===== src/rtl/id_ex_skid_reg.sv =====
// ---------------------------------------------------------------------------
// id_ex_skid_reg
//   ID->EX pipeline register for the RV32 core. It carries the decoded operands
//   and control for one instruction into the EX ALU stage.
//
//   There are two storage entries:
//     main entry : drives out_*.
//     skid entry : absorbs one op that arrives while EX is stalled.
//   With the skid entry, in_ready comes straight from a flop and never
//   combinationally from out_ready. A synchronous flush discards every held op.
//
// Parameters
//   XLEN      data / pc / immediate width
//   ALU_OP_W  alu_op width
//   RADDR_W   destination register index width
//
// Ports
//   clk, rst (async, active-high), flush (sync kill)
//   in_valid / in_ready   : ID-side handshake (in_ready registered)
//   in_rs1_data, in_rs2_data, in_imm, in_pc, in_alu_op, in_alu_rs2_imm,
//   in_rd, in_reg_write   : decoded op fields
//   out_valid / out_ready : EX-side handshake
//   out_*                 : registered copies of the eight in_* fields
// ---------------------------------------------------------------------------
module id_ex_skid_reg #(
  parameter int XLEN     = 32,
  parameter int ALU_OP_W = 4,
  parameter int RADDR_W  = 5
) (
  input  logic                clk,
  input  logic                rst,
  input  logic                flush,

  input  logic                in_valid,
  output logic                in_ready,
  input  logic [XLEN-1:0]     in_rs1_data,
  input  logic [XLEN-1:0]     in_rs2_data,
  input  logic [XLEN-1:0]     in_imm,
  input  logic [XLEN-1:0]     in_pc,
  input  logic [ALU_OP_W-1:0] in_alu_op,
  input  logic                in_alu_rs2_imm,
  input  logic [RADDR_W-1:0]  in_rd,
  input  logic                in_reg_write,

  output logic                out_valid,
  input  logic                out_ready,
  output logic [XLEN-1:0]     out_rs1_data,
  output logic [XLEN-1:0]     out_rs2_data,
  output logic [XLEN-1:0]     out_imm,
  output logic [XLEN-1:0]     out_pc,
  output logic [ALU_OP_W-1:0] out_alu_op,
  output logic                out_alu_rs2_imm,
  output logic [RADDR_W-1:0]  out_rd,
  output logic                out_reg_write
);

  localparam int PW = 4*XLEN + ALU_OP_W + RADDR_W + 2;

  // The encoding is chosen so that bit 0 is the main-entry valid flag and
  // bit 1 is the skid-entry valid flag. Both handshake outputs are then a
  // single flop bit with no decode logic in front of them.
  typedef enum logic [1:0] {
    EMPTY = 2'b00,
    ONE   = 2'b01,
    TWO   = 2'b11
  } occ_e;

  occ_e          state, state_nxt;
  logic          m_v, s_v;
  logic          acc, deq;
  logic          m_load_in, m_load_skid, s_load_in;

  logic [PW-1:0] in_word;
  logic [PW-1:0] main_p1;
  logic [PW-1:0] skid_p1;

  assign in_word = {in_rs1_data, in_rs2_data, in_imm, in_pc,
                    in_alu_op, in_alu_rs2_imm, in_rd, in_reg_write};

  assign m_v       = state[0];
  assign s_v       = state[1];
  assign in_ready  = ~s_v;
  assign out_valid = m_v;

  assign acc = in_valid & in_ready;
  assign deq = m_v & out_ready;

  // Next-state and load enables. A flush overrides every other event: the
  // state returns to EMPTY and a same-cycle accept loads nothing. The data
  // registers are left stale because the valid flags already mark them dead.
  always_comb begin
    state_nxt   = state;
    m_load_in   = 1'b0;
    m_load_skid = 1'b0;
    s_load_in   = 1'b0;
    if (flush) begin
      state_nxt = EMPTY;
    end else begin
      case (state)
        EMPTY: begin
          if (acc) begin
            m_load_in = 1'b1;
            state_nxt = ONE;
          end
        end
        ONE: begin
          if (deq && acc) begin
            m_load_in = 1'b1;
          end else if (deq) begin
            state_nxt = EMPTY;
          end else if (acc) begin
            // EX is stalled, so the new op parks in the skid entry.
            s_load_in = 1'b1;
            state_nxt = TWO;
          end
        end
        TWO: begin
          // in_ready is low in this state, so only a dequeue can happen.
          if (deq) begin
            m_load_skid = 1'b1;
            state_nxt   = ONE;
          end
        end
        default: begin
          state_nxt = EMPTY;
        end
      endcase
    end
  end

  always_ff @(posedge clk or posedge rst) begin
    if (rst) begin
      state <= EMPTY;
    end else begin
      state <= state_nxt;
    end
  end

  // ---- stage p1: main and skid data entries ----
  always_ff @(posedge clk or posedge rst) begin
    if (rst) begin
      main_p1 <= '0;
    end else if (m_load_in) begin
      main_p1 <= in_word;
    end else if (m_load_skid) begin
      main_p1 <= skid_p1;
    end
  end

  always_ff @(posedge clk or posedge rst) begin
    if (rst) begin
      skid_p1 <= '0;
    end else if (s_load_in) begin
      skid_p1 <= in_word;
    end
  end

  assign {out_rs1_data, out_rs2_data, out_imm, out_pc,
          out_alu_op, out_alu_rs2_imm, out_rd, out_reg_write} = main_p1;

endmodule

===== config.mk =====
export PLATFORM = sky130hd
export DESIGN_NAME = id_ex_skid_reg
export DESIGN_NICKNAME = d
export VERILOG_FILES = /design/src/rtl/id_ex_skid_reg.sv
export SDC_FILE = /design/constraint.sdc
export NUM_CORES = 1
export LEC_CHECK = 0
export CORE_MARGIN = 1.5
export CORE_UTILIZATION = 30
export DETAILED_ROUTE_END_ITERATION = 7
export GPL_ROUTABILITY_DRIVEN = 0
export PLACE_DENSITY = 0.51
export SLEW_MARGIN = 20
export SYNTH_ARGS = -nofsm -noshare
export SYNTH_HDL_FRONTEND = slang
export SYNTH_SLANG_ARGS = --single-unit

===== constraint.sdc =====
create_clock -name clk -period 10.3 [get_ports clk]
set_input_delay 3.09 -clock clk [delete_from_list [all_inputs] [get_ports clk]]
set_output_delay 3.09 -clock clk [all_outputs]
set_load 0.05 [all_outputs]

* Yosys cells after proc, flatten, opt, wreduce, memory -nomap -nowiden
Index checks and enable logic that the tools add are counted.
Cells by class: bitwise logic cells 3, equality and inequality tests 6, mux-type cells 20, reductions and logical operators 4
Operators by type and width (number):
- $mux W139 | 2
- $mux W2 | 6
- $mux W1 | 10
- $ne A3 B3 Y1 const B | 3
- $pmux W2 S3 | 1
- $ne A4 B4 Y1 const B | 1
- $reduce_and A4 Y1 | 1
- $and A1 B1 Y1 | 2
- $eq A2 B1 Y1 const B | 1
- $eq A2 B2 Y1 const B | 1
- $logic_not A2 Y1 | 1
- $pmux W1 S2 | 1
- $reduce_bool A2 Y1 | 1
- $logic_and A1 B1 Y1 | 1
- $not A1 Y1 | 1
Word-level totals: register bits 280, output and inout bits 141, input bits 144, logic and storage cells 36

* Logic depth before layout (Yosys ltp)
Gate-level depths: netlist of the first run.
depth in word-level cells 7, gate-level depth with buffers 9, mapped depth without buffers 6

* Least setup slack after synthesis of the first run
OpenSTA, ideal clock, no wires.
path kind in2reg, start point input port out_ready, end point register skid_p1[80], data arrival time 4.140 ns, required time 10.175 ns, stages on the path 6, setup time 0.125 ns, slack 6.035 ns, buffers on the path 2, cell sequence nand2_1 and3b_1 nand2_1 buf_4 buf_4 mux2_2
Between the ends: longest elaborated chain between the ends 5, elaborated cells between the ends (all ways) 6, classes of those cells mux (4); bitwise (1); reduce/logical (1)
Ends and longest elaborated chain:
- from (decl) | RTL line 46 | input logic out_ready,
- $and A1 B1 Y1 * | RTL line 86 | assign deq = m_v & out_ready;
- $mux W1 or $logic_and A1 B1 Y1 (tied branches) | RTL line 109, 107
- $mux W1 * | RTL line 107 | if (deq && acc) begin
- $mux W1 * | RTL line 99 | case (state)
- $mux W1 * | RTL line 96 | if (flush) begin
- to (signal assigned) | RTL line 154 | skid_p1 <= in_word;
- to (decl) | RTL line 75 | logic [PW-1:0] skid_p1;
Every way passes the cells marked *; elsewhere a longest branch is shown, timed or not. A chain may end at the register's enable or synchronous reset.

* Worst setup path in the final report of the first run
start point input port in_valid, end point register main_p1[131]
Between the ends: longest elaborated chain between the ends 6, elaborated cells between the ends (all ways) 8, classes of those cells mux (5); bitwise (1); reduce/logical (2)
Ends and longest elaborated chain:
- from (decl) | RTL line 34 | input logic in_valid,
- $and A1 B1 Y1 * | RTL line 85 | assign acc = in_valid & in_ready;
- $logic_and A1 B1 Y1 | RTL line 107
- $mux W1 | RTL line 107
- $pmux W1 S2 * | RTL line 99
- $mux W1 * | RTL line 96
- $mux W139 or $reduce_bool A2 Y1 (tied branches)
- to (signal assigned) | RTL line 144 | main_p1 <= in_word;
- to (signal assigned) | RTL line 146 | main_p1 <= skid_p1;
- to (decl) | RTL line 74 | logic [PW-1:0] main_p1;
Marked as above.

==> impl_metrics.toml, run 1 <==
[grt]
grt_max_degree = 171
grt_usage = 0.146
antenna_found_initial = 2
first_global_vias = 8007
overflow = 0
grt_pass1_wl_um = 46900

[worst_setup_path]
critPathRequiredTime_ps = 10660
r2r_end = "main_p1[131]$_DFFE_PP0P_"
worst-r2r-setup-slack_ps = 7020
critical_path_class = "in -> reg"
reg2reg_depth = 7
r2r_start = "state[1]$_DFFE_PP0P_"
crit_arrival_ps = 6090
crit_path_end_kind = "flop"
worstSetupStartpointType = "input port"
worst-path-max-fanout = 105

[timing]
hold_viol = 0
fin_worst_skew_ps = 12.2
setup_violations = 0
fmax_mhz = 174
fin_crit_sh = 0.556
fin_ws_ps = 4570
rsz0062_at_grt = "false"
period_needed_ps = 5730
max_slew_margin = 0.260
worst_slew_pin_slew_ps = 1110
maxSlewViolCount = 0
fin_tns_setup_ps = 0

[routing]
post_drt_wl_per_cell_um = 16.8
vias_per_cell = 4.54
num_vias = 7857
wl_um = 29100
route.detailed.drc = 0
firstDrtPassIters = 4
drtAntennaViolNets = 0
drtIter0Drc = 317

[pwr]
p_per_area_nw_per_um2 = 334
ir_drop_mv = 0.165
power_frac_seq = 0.353
switching_power_mw = 2.14
switching_share = 0.398
pwr-share-clk = 0.221
combPwrFrac = 0.426
leakage_nw = 7.58
p_int_mw = 3.23

[logic_synthesis]
synth_edf_count = 0
postSynthAreaPerCell_sq_um = 12.8
synthesis.nets = 1067
yosysWarnings = 0
yosys-top-cells-count = "dfrtp_1, nand2_1, mux2i_1"
yosysUniqueCellTypes = 23
synth-seq-cells = 280
netlist_instances = 919
yosysSeqAreaShare = 0.594
yosysTopAreaCell = "dfrtp_1"
synthTopCellsByArea = "dfrtp_1, mux2_2, mux2i_1"
syn_area_sq_um = 11800
synth_flop_cell = "dfrtp_1"
yosysMostFrequentCell = "dfrtp_1"
synth_top_area_frac = 0.594
async_flop_share = 1.00

[floorplanning]
io_pins = 285
fp.dieH_um = 201
rows = 72
die_w_um = 201
die-area_sq_um = 40500
core-area_sq_um = 38700
start_util = 0.304

[cts]
cts_setup_buffers = 0
hold_buffers = 0
clkTransAtPathRegs_ps = 60
cts_tree = "done"
ctsLongestPathBuffers = 3
htree_levels = 2
cts_resized = 0
clock_sinks = 280
clk-insertion-delay-late_ps = 530
numCtsBuffers = 34
cts-root-buf = "clkbuf_16"

[placement]
dpl_cell_area_sq_um = 15000
placed_cells = 1673
io_buffers = 284
hpwl_um = 18500
dp_slack_ps = 4010

[layout]
fin_area_sq_um = 16100
nets = 1339
final_cells = 1732
areaGrowthSynthToFinish_pct = 36.3
antennaDiodeCount = 0
post_route_cells_drive_above_1_share = 0.161
n_fill_cell = 3729

[hold_path]
min_path_type = "reg -> reg"
min_path_cells = 1
hp-start = "skid_p1[75]$_DFFE_PP0P_"
hold_end = "skid_p1[75]$_DFFE_PP0P_"

[run]
cap_violations = 0

[run_status]
status = "complete, no violations"
==> final cells by class <==
cell class / instances / area [sq um] / area share
Sequential cell: 280 / 7010 / 0.436
Multi-Input combinational cell: 576 / 4360 / 0.271
Timing Repair Buffer: 296 / 2950 / 0.183
Clock buffer: 49 / 991 / 0.0617
Tap cell: 518 / 648 / 0.0403
Clock inverter: 10 / 100 / 0.00623
Inverter: 3 / 15.0 / 0.000935
==> kinds of logic (layout without fill, tap and decap cells) <==
kind of cell,after synthesis,count (layout),share of synthesized area
compound gates,143,143,0.0625
fa+ha+maj,4,4,0.00425
buf+inv,63,358,0.0365
flops,280,280,0.594
mux,280,280,0.253
simple gates,149,149,0.0498
==> state kept, by name (all words and copies together) (netlist names) <==
signal and count:
main_p1 139, skid_p1 139, state 2
==> cell usage in the layout, fill, tap and decap left out, types with 8 or more instances in the layout <==
master,instances
clkdlybuf4s50_1,284
dfrtp_1,280
nand2_1,141
mux2i_1,140
mux2_2,131
o21ai_1,85
o21ai_0,54
clkbuf_16,37
buf_4,11
clkbuf_1,10
mux2_1,9
clkinv_2,8
==> how the worst max path moves through the flow <==
| stage | startpoint | end | slack (ps) |
|---|---|---|---|
| final | in_valid | main_p1[131]$_DFFE_PP0P_ | 4570 |
| after detailed placement | in_valid | main_p1[128]$_DFFE_PP0P_ | 4010 |
| after global routing | in_valid | main_p1[9]$_DFFE_PP0P_ | 4220 |
| after global placement | in_valid | main_p1[19]$_DFFE_PP0P_ | 4070 |
| after CTS | in_valid | main_p1[131]$_DFFE_PP0P_ | 4580 |
| after floorplan | rst | main_p1[0]$_DFFE_PP0P_ | 3500 |
==> stage by stage <==
stage	util	power, mW	hold slack [ps]
finish	0.415	5.36	490
floorplan	-	3.46	464
detailed placement	0.387	4.23	481
global placement	0.387	4.19	476
global route	0.415	5.67	502
CTS	0.415	5.45	494
==> critical path, cell delays in order <==
cell and delay (ps):
clkdlybuf4s50_1 480, nor2b_1 340, a21boi_4 380, buf_4 590, buf_4 850, o21ai_0 210
==> power by group through the flow <==
stage               sequential [mW]  combinational [mW]  clock (mW)
floorplan                      2.74               0.723           0
global placement               1.90                2.29           0
detailed placement             1.91                2.32           0
CTS                            1.90                2.32        1.23
global route                   1.97                2.43        1.27
finish                         1.89                2.29        1.18
==> metal layers <==
layer	GRT usage	vias to the layer above	wire length (um)
met5	0	-	30
met4	0.0501	4	631
met3	0.0517	48	2290
met2	0.224	193	13100
met1	0.191	3863	13000
li1	-	3749	-
Note: power is estimated with default switching activity, not from simulation.
==> run 2, diff against run 1 <==
- PLACE_DENSITY: 0.51 -> 0.49
- clock period: 10.3 -> 5.5 ns (I/O delays scaled with it)
==> impl_metrics.toml, run 2 (synthesized netlist as in run 1, its figures left out) <==
[pwr]
leakage_nw = 7.61
finalPower_mw = 9.99
ir_drop_mv = 0.288
p_per_area_nw_per_um2 = 619

[cts]
cts_resized = 0
hold_buffers = 0
numCtsBuffers = 35
clk-insertion-delay-late_ps = 530
cts_tree = "done"
cts-root-buf = "clkbuf_16"
clock_sinks = 280
clkTransAtPathRegs_ps = 60
cts_setup_buffers = 0
ctsLongestPathBuffers = 3
htree_levels = 2

[worst_setup_path]
worst-path-max-fanout = 5
critical_path_class = "reg -> out"
crit_path_end_kind = "primary output"
crit_family = "buffers and inverters"
crit_arrival_ps = 1950
crit_chain = "inv_1 > clkdlybuf4s50_1"
crit_slowest_cell = "clkdlybuf4s50_1"
max_stage_delay_ps = 860
critPathBufInv = 2
worstSetupStartpointType = "flop"
critPathRequiredTime_ps = 3850

[layout]
post_route_cells_drive_above_1_share = 0.160
antennaDiodeCount = 0
areaGrowthSynthToFinish_pct = 36.9
reg_top3 = "main_p1: 139 flops, skid_p1: 139 flops, state: 2 flops"
layout_common_cells = "clkdlybuf4s50_1, dfrtp_1, nand2_1"
fin_area_sq_um = 16100
post-route-util = 0.417
layout_commonest_cell = "clkdlybuf4s50_1"
nets = 1341
final_cells = 1732

[grt]
first_global_vias = 8085
grt_pass1_wl_um = 47200
antenna_found_initial = 0
overflow = 0
grt_usage = 0.147
grt_max_degree = 106

[hold_path]
min_path_type = "reg -> reg"

[placement]
dpl_cell_area_sq_um = 15100
io_buffers = 284
hpwl_um = 18500
placed_cells = 1674
dp_slack_ps = 1530

[floorplanning]
rows = 72
core-area_sq_um = 38700
io_pins = 285
fp.dieH_um = 201
start_util = 0.304
die_w_um = 201
die-area_sq_um = 40500

[timing]
fin_crit_sh = 0.655
fin_worst_skew_ps = 11.1
fmax_mhz = 277
worst_slew_pin_slew_ps = 858
fin_tns_setup_ps = 0
fin_ws_ps = 1900
setup_violations = 0
period_needed_ps = 3600
max_slew_margin = 0.427
rsz0062_at_grt = "false"
maxSlewViolCount = 0
holdWs_ps = 487
hold_viol = 0

[routing]
firstDrtPassIters = 5
route.detailed.drc = 0
post_drt_wl_per_cell_um = 16.9
vias_per_cell = 4.50
wl_um = 29300
drtIter0Drc = 328
drtAntennaViolNets = 0
num_vias = 7802

[run_status]
status = "complete, no violations"

[run]
cap_violations = 0
[run 2: changes by cell type in the layout (fill, tap and decap cells not counted)]
cell,delta
clkinv_2,-3
inv_8,+1
clkbuf_1,+1
buf_4,-7
buf_12,+8
bufinv_16,-2
clkbuf_8,+2
[run 2: path summary, 6_finish.rpt]
path	from	to	slack, ps	cells after the start
max	state[1]$_DFFE_PP0P_	in_ready	1900	2
min	skid_p1[72]$_DFFE_PP0P_	skid_p1[72]$_DFFE_PP0P_	490	1
max in group asynchronous	rst	main_p1[33]$_DFFE_PP0P_	2900	3
max reg2reg	state[1]$_DFFE_PP0P_	skid_p1[63]$_DFFE_PP0P_	3120	6
min in group asynchronous	rst	skid_p1[80]$_DFFE_PP0P_	1650	2
min reg2reg	skid_p1[72]$_DFFE_PP0P_	skid_p1[72]$_DFFE_PP0P_	490	1
[run 2: layer usage]
layer | vias up | track usage | share of wire
met1 | 3821 | 0.189 | 0.45
met2 | 193 | 0.229 | 0.45
met5 | - | 0 | 0
li1 | 3747 | - | -
met4 | 0 | 0.0528 | 0.023
met3 | 41 | 0.0500 | 0.075
[run 2: report_power, final]
group	switching, mW	leakage, nW	total, mW	internal [mW]
logic	2.64	3.64	4.30	1.67
registers	0.495	3.45	3.54	3.05
clock network	0.866	0.523	2.15	1.28
total	4.00	7.61	9.99	6.00
[run 2: area by class of cell]
cell class	count	area, sq um
fillers	3722	22600
flip-flops and latches	280	7010
multi-input cells	576	4360
repair buffers	297	3050
clock buffers	52	1020
well taps	518	648
clock inverters	6	36.3
inverters	3	15.0
[run 2: worst reg2reg max path, delay by kind of cell, from the launching register on]
family | cells | cell delay (ps)
flip-flops | 1 | 420
multiplexers | 1 | 480
AND/OR/NAND/NOR | 2 | 560
adder cells (fa/ha/maj) | 1 | 230
buffers and inverters | 2 | 560
==> run 3, diff against run 2 <==
- clock period: 5.5 -> 3.5 ns (I/O delays scaled with it)
==> impl_metrics.toml, run 3 (synthesized netlist as in run 1, its figures left out) <==
[run_status]
status = "complete, no violations"

[routing]
drtIter0Drc = 272
post_drt_wl_per_cell_um = 16.9
route.detailed.drc = 0
vias_per_cell = 4.55
drtAntennaViolNets = 0
firstDrtPassIters = 4
num_vias = 7939
wl_um = 29400

[worst_setup_path]
critPathRequiredTime_ps = 2450
crit_family = "buffers and inverters"
worst-r2r-setup-slack_ps = 1400
r2r_end = "main_p1[135]$_DFFE_PP0P_"
crit_slowest_cell = "clkdlybuf4s50_1"
crit_chain = "inv_1 > clkdlybuf4s50_1"
crit_arrival_ps = 1970
crit_start = "state[1]$_DFFE_PP0P_"
crit_path_end_kind = "primary output"
worst-path-max-fanout = 5
reg2reg_depth = 7
critical_path_class = "reg -> out"
worstSetupStartpointType = "flop"
r2r_start = "state[1]$_DFFE_PP0P_"
critPathBufInv = 2
max_stage_delay_ps = 860

[cts]
clock_sinks = 280
cts_tree = "done"
ctsLongestPathBuffers = 3
hold_buffers = 0
cts_resized = 0
htree_levels = 2
cts-root-buf = "clkbuf_16"
clkTransAtPathRegs_ps = 60
numCtsBuffers = 35
clk-insertion-delay-late_ps = 520
cts_setup_buffers = 0

[grt]
grt_usage = 0.148
first_global_vias = 8302
grt_pass1_wl_um = 47700
grt_max_degree = 109
overflow = 0
antenna_found_initial = 1

[timing]
fin_worst_skew_ps = 17.2
fmax_mhz = 331
maxSlewViolCount = 0
worst_slew_pin_slew_ps = 639
rsz0062_at_grt = "false"
period_needed_ps = 3020
fin_tns_setup_ps = 0
setup_violations = 0
max_slew_margin = 0.573
fin_crit_sh = 0.863
hold_viol = 0

[pwr]
ir_drop_mv = 0.479
leakage_nw = 7.75
p_per_area_nw_per_um2 = 974
finalPower_mw = 16.0

[floorplanning]
die_w_um = 201
core-area_sq_um = 38700
die-area_sq_um = 40500
io_pins = 285
fp.dieH_um = 201
rows = 72
start_util = 0.304

[layout]
layout_commonest_cell = "clkdlybuf4s50_1"
areaGrowthSynthToFinish_pct = 39.1
nets = 1353
antennaDiodeCount = 0
post_route_cells_drive_above_1_share = 0.174
layout_common_cells = "clkdlybuf4s50_1, dfrtp_1, nand2_1"
post-route-util = 0.423
reg_top3 = "main_p1: 139 flops, skid_p1: 139 flops, state: 2 flops"

[hold_path]
hp-start = "skid_p1[76]$_DFFE_PP0P_"
hold_end = "skid_p1[76]$_DFFE_PP0P_"
min_path_cells = 1
min_path_type = "reg -> reg"

[placement]
io_buffers = 284
hpwl_um = 19200

[run]
cap_violations = 0
run 3: report_power, final:
group	total, mW	internal [mW]	switching, mW
sequential	5.60	4.79	0.809
combinational	6.78	2.65	4.13
clock	3.59	2.22	1.38
run 3: worst max path at each step:
stage	to	slack [ps]	cells past startpoint
2_1_floorplan	main_p1[0]$_DFFE_PP0P_	-1260	1
3_3_place_gp	main_p1[135]$_DFFE_PP0P_	520	6
3_5_place_dp	main_p1[135]$_DFFE_PP0P_	510	6
4_1_cts	in_ready	450	2
5_1_grt	in_ready	400	2
6_report	in_ready	480	2
run 3: per-stage QoR:
| step | worst slack, ps | cells | area [sq um] | hold WS, ps |
|---|---|---|---|---|
| global placement | 521 | 1686 | 15200 | 473 |
| detailed placement | 513 | 1686 | 15200 | 480 |
| floorplan | -1260 | 919 | 11800 | 464 |
| CTS | 449 | 1746 | 16400 | 492 |
| finish | 479 | 1746 | 16400 | 488 |
| global route | 400 | 1746 | 16400 | 509 |
run 3: area by class of cell:
class / count / area [sq um]
fill: 3682 / 22300
sequential: 280 / 7010
multi-input combinational: 576 / 4360
timing repair buffer: 309 / 3220
clock buffer: 49 / 1040
tap: 518 / 648
clock inverter: 11 / 109
inverter: 3 / 15.0
run 3: per-layer routing:
layer	global-route usage	up-vias	routed length, um	part of all wire
li1	-	3778	-	-
met1	0.194	3938	13200	0.45
met2	0.236	180	13700	0.47
met3	0.0437	41	1890	0.064
met4	0.0445	2	582	0.020
met5	0	-	13	0.00044
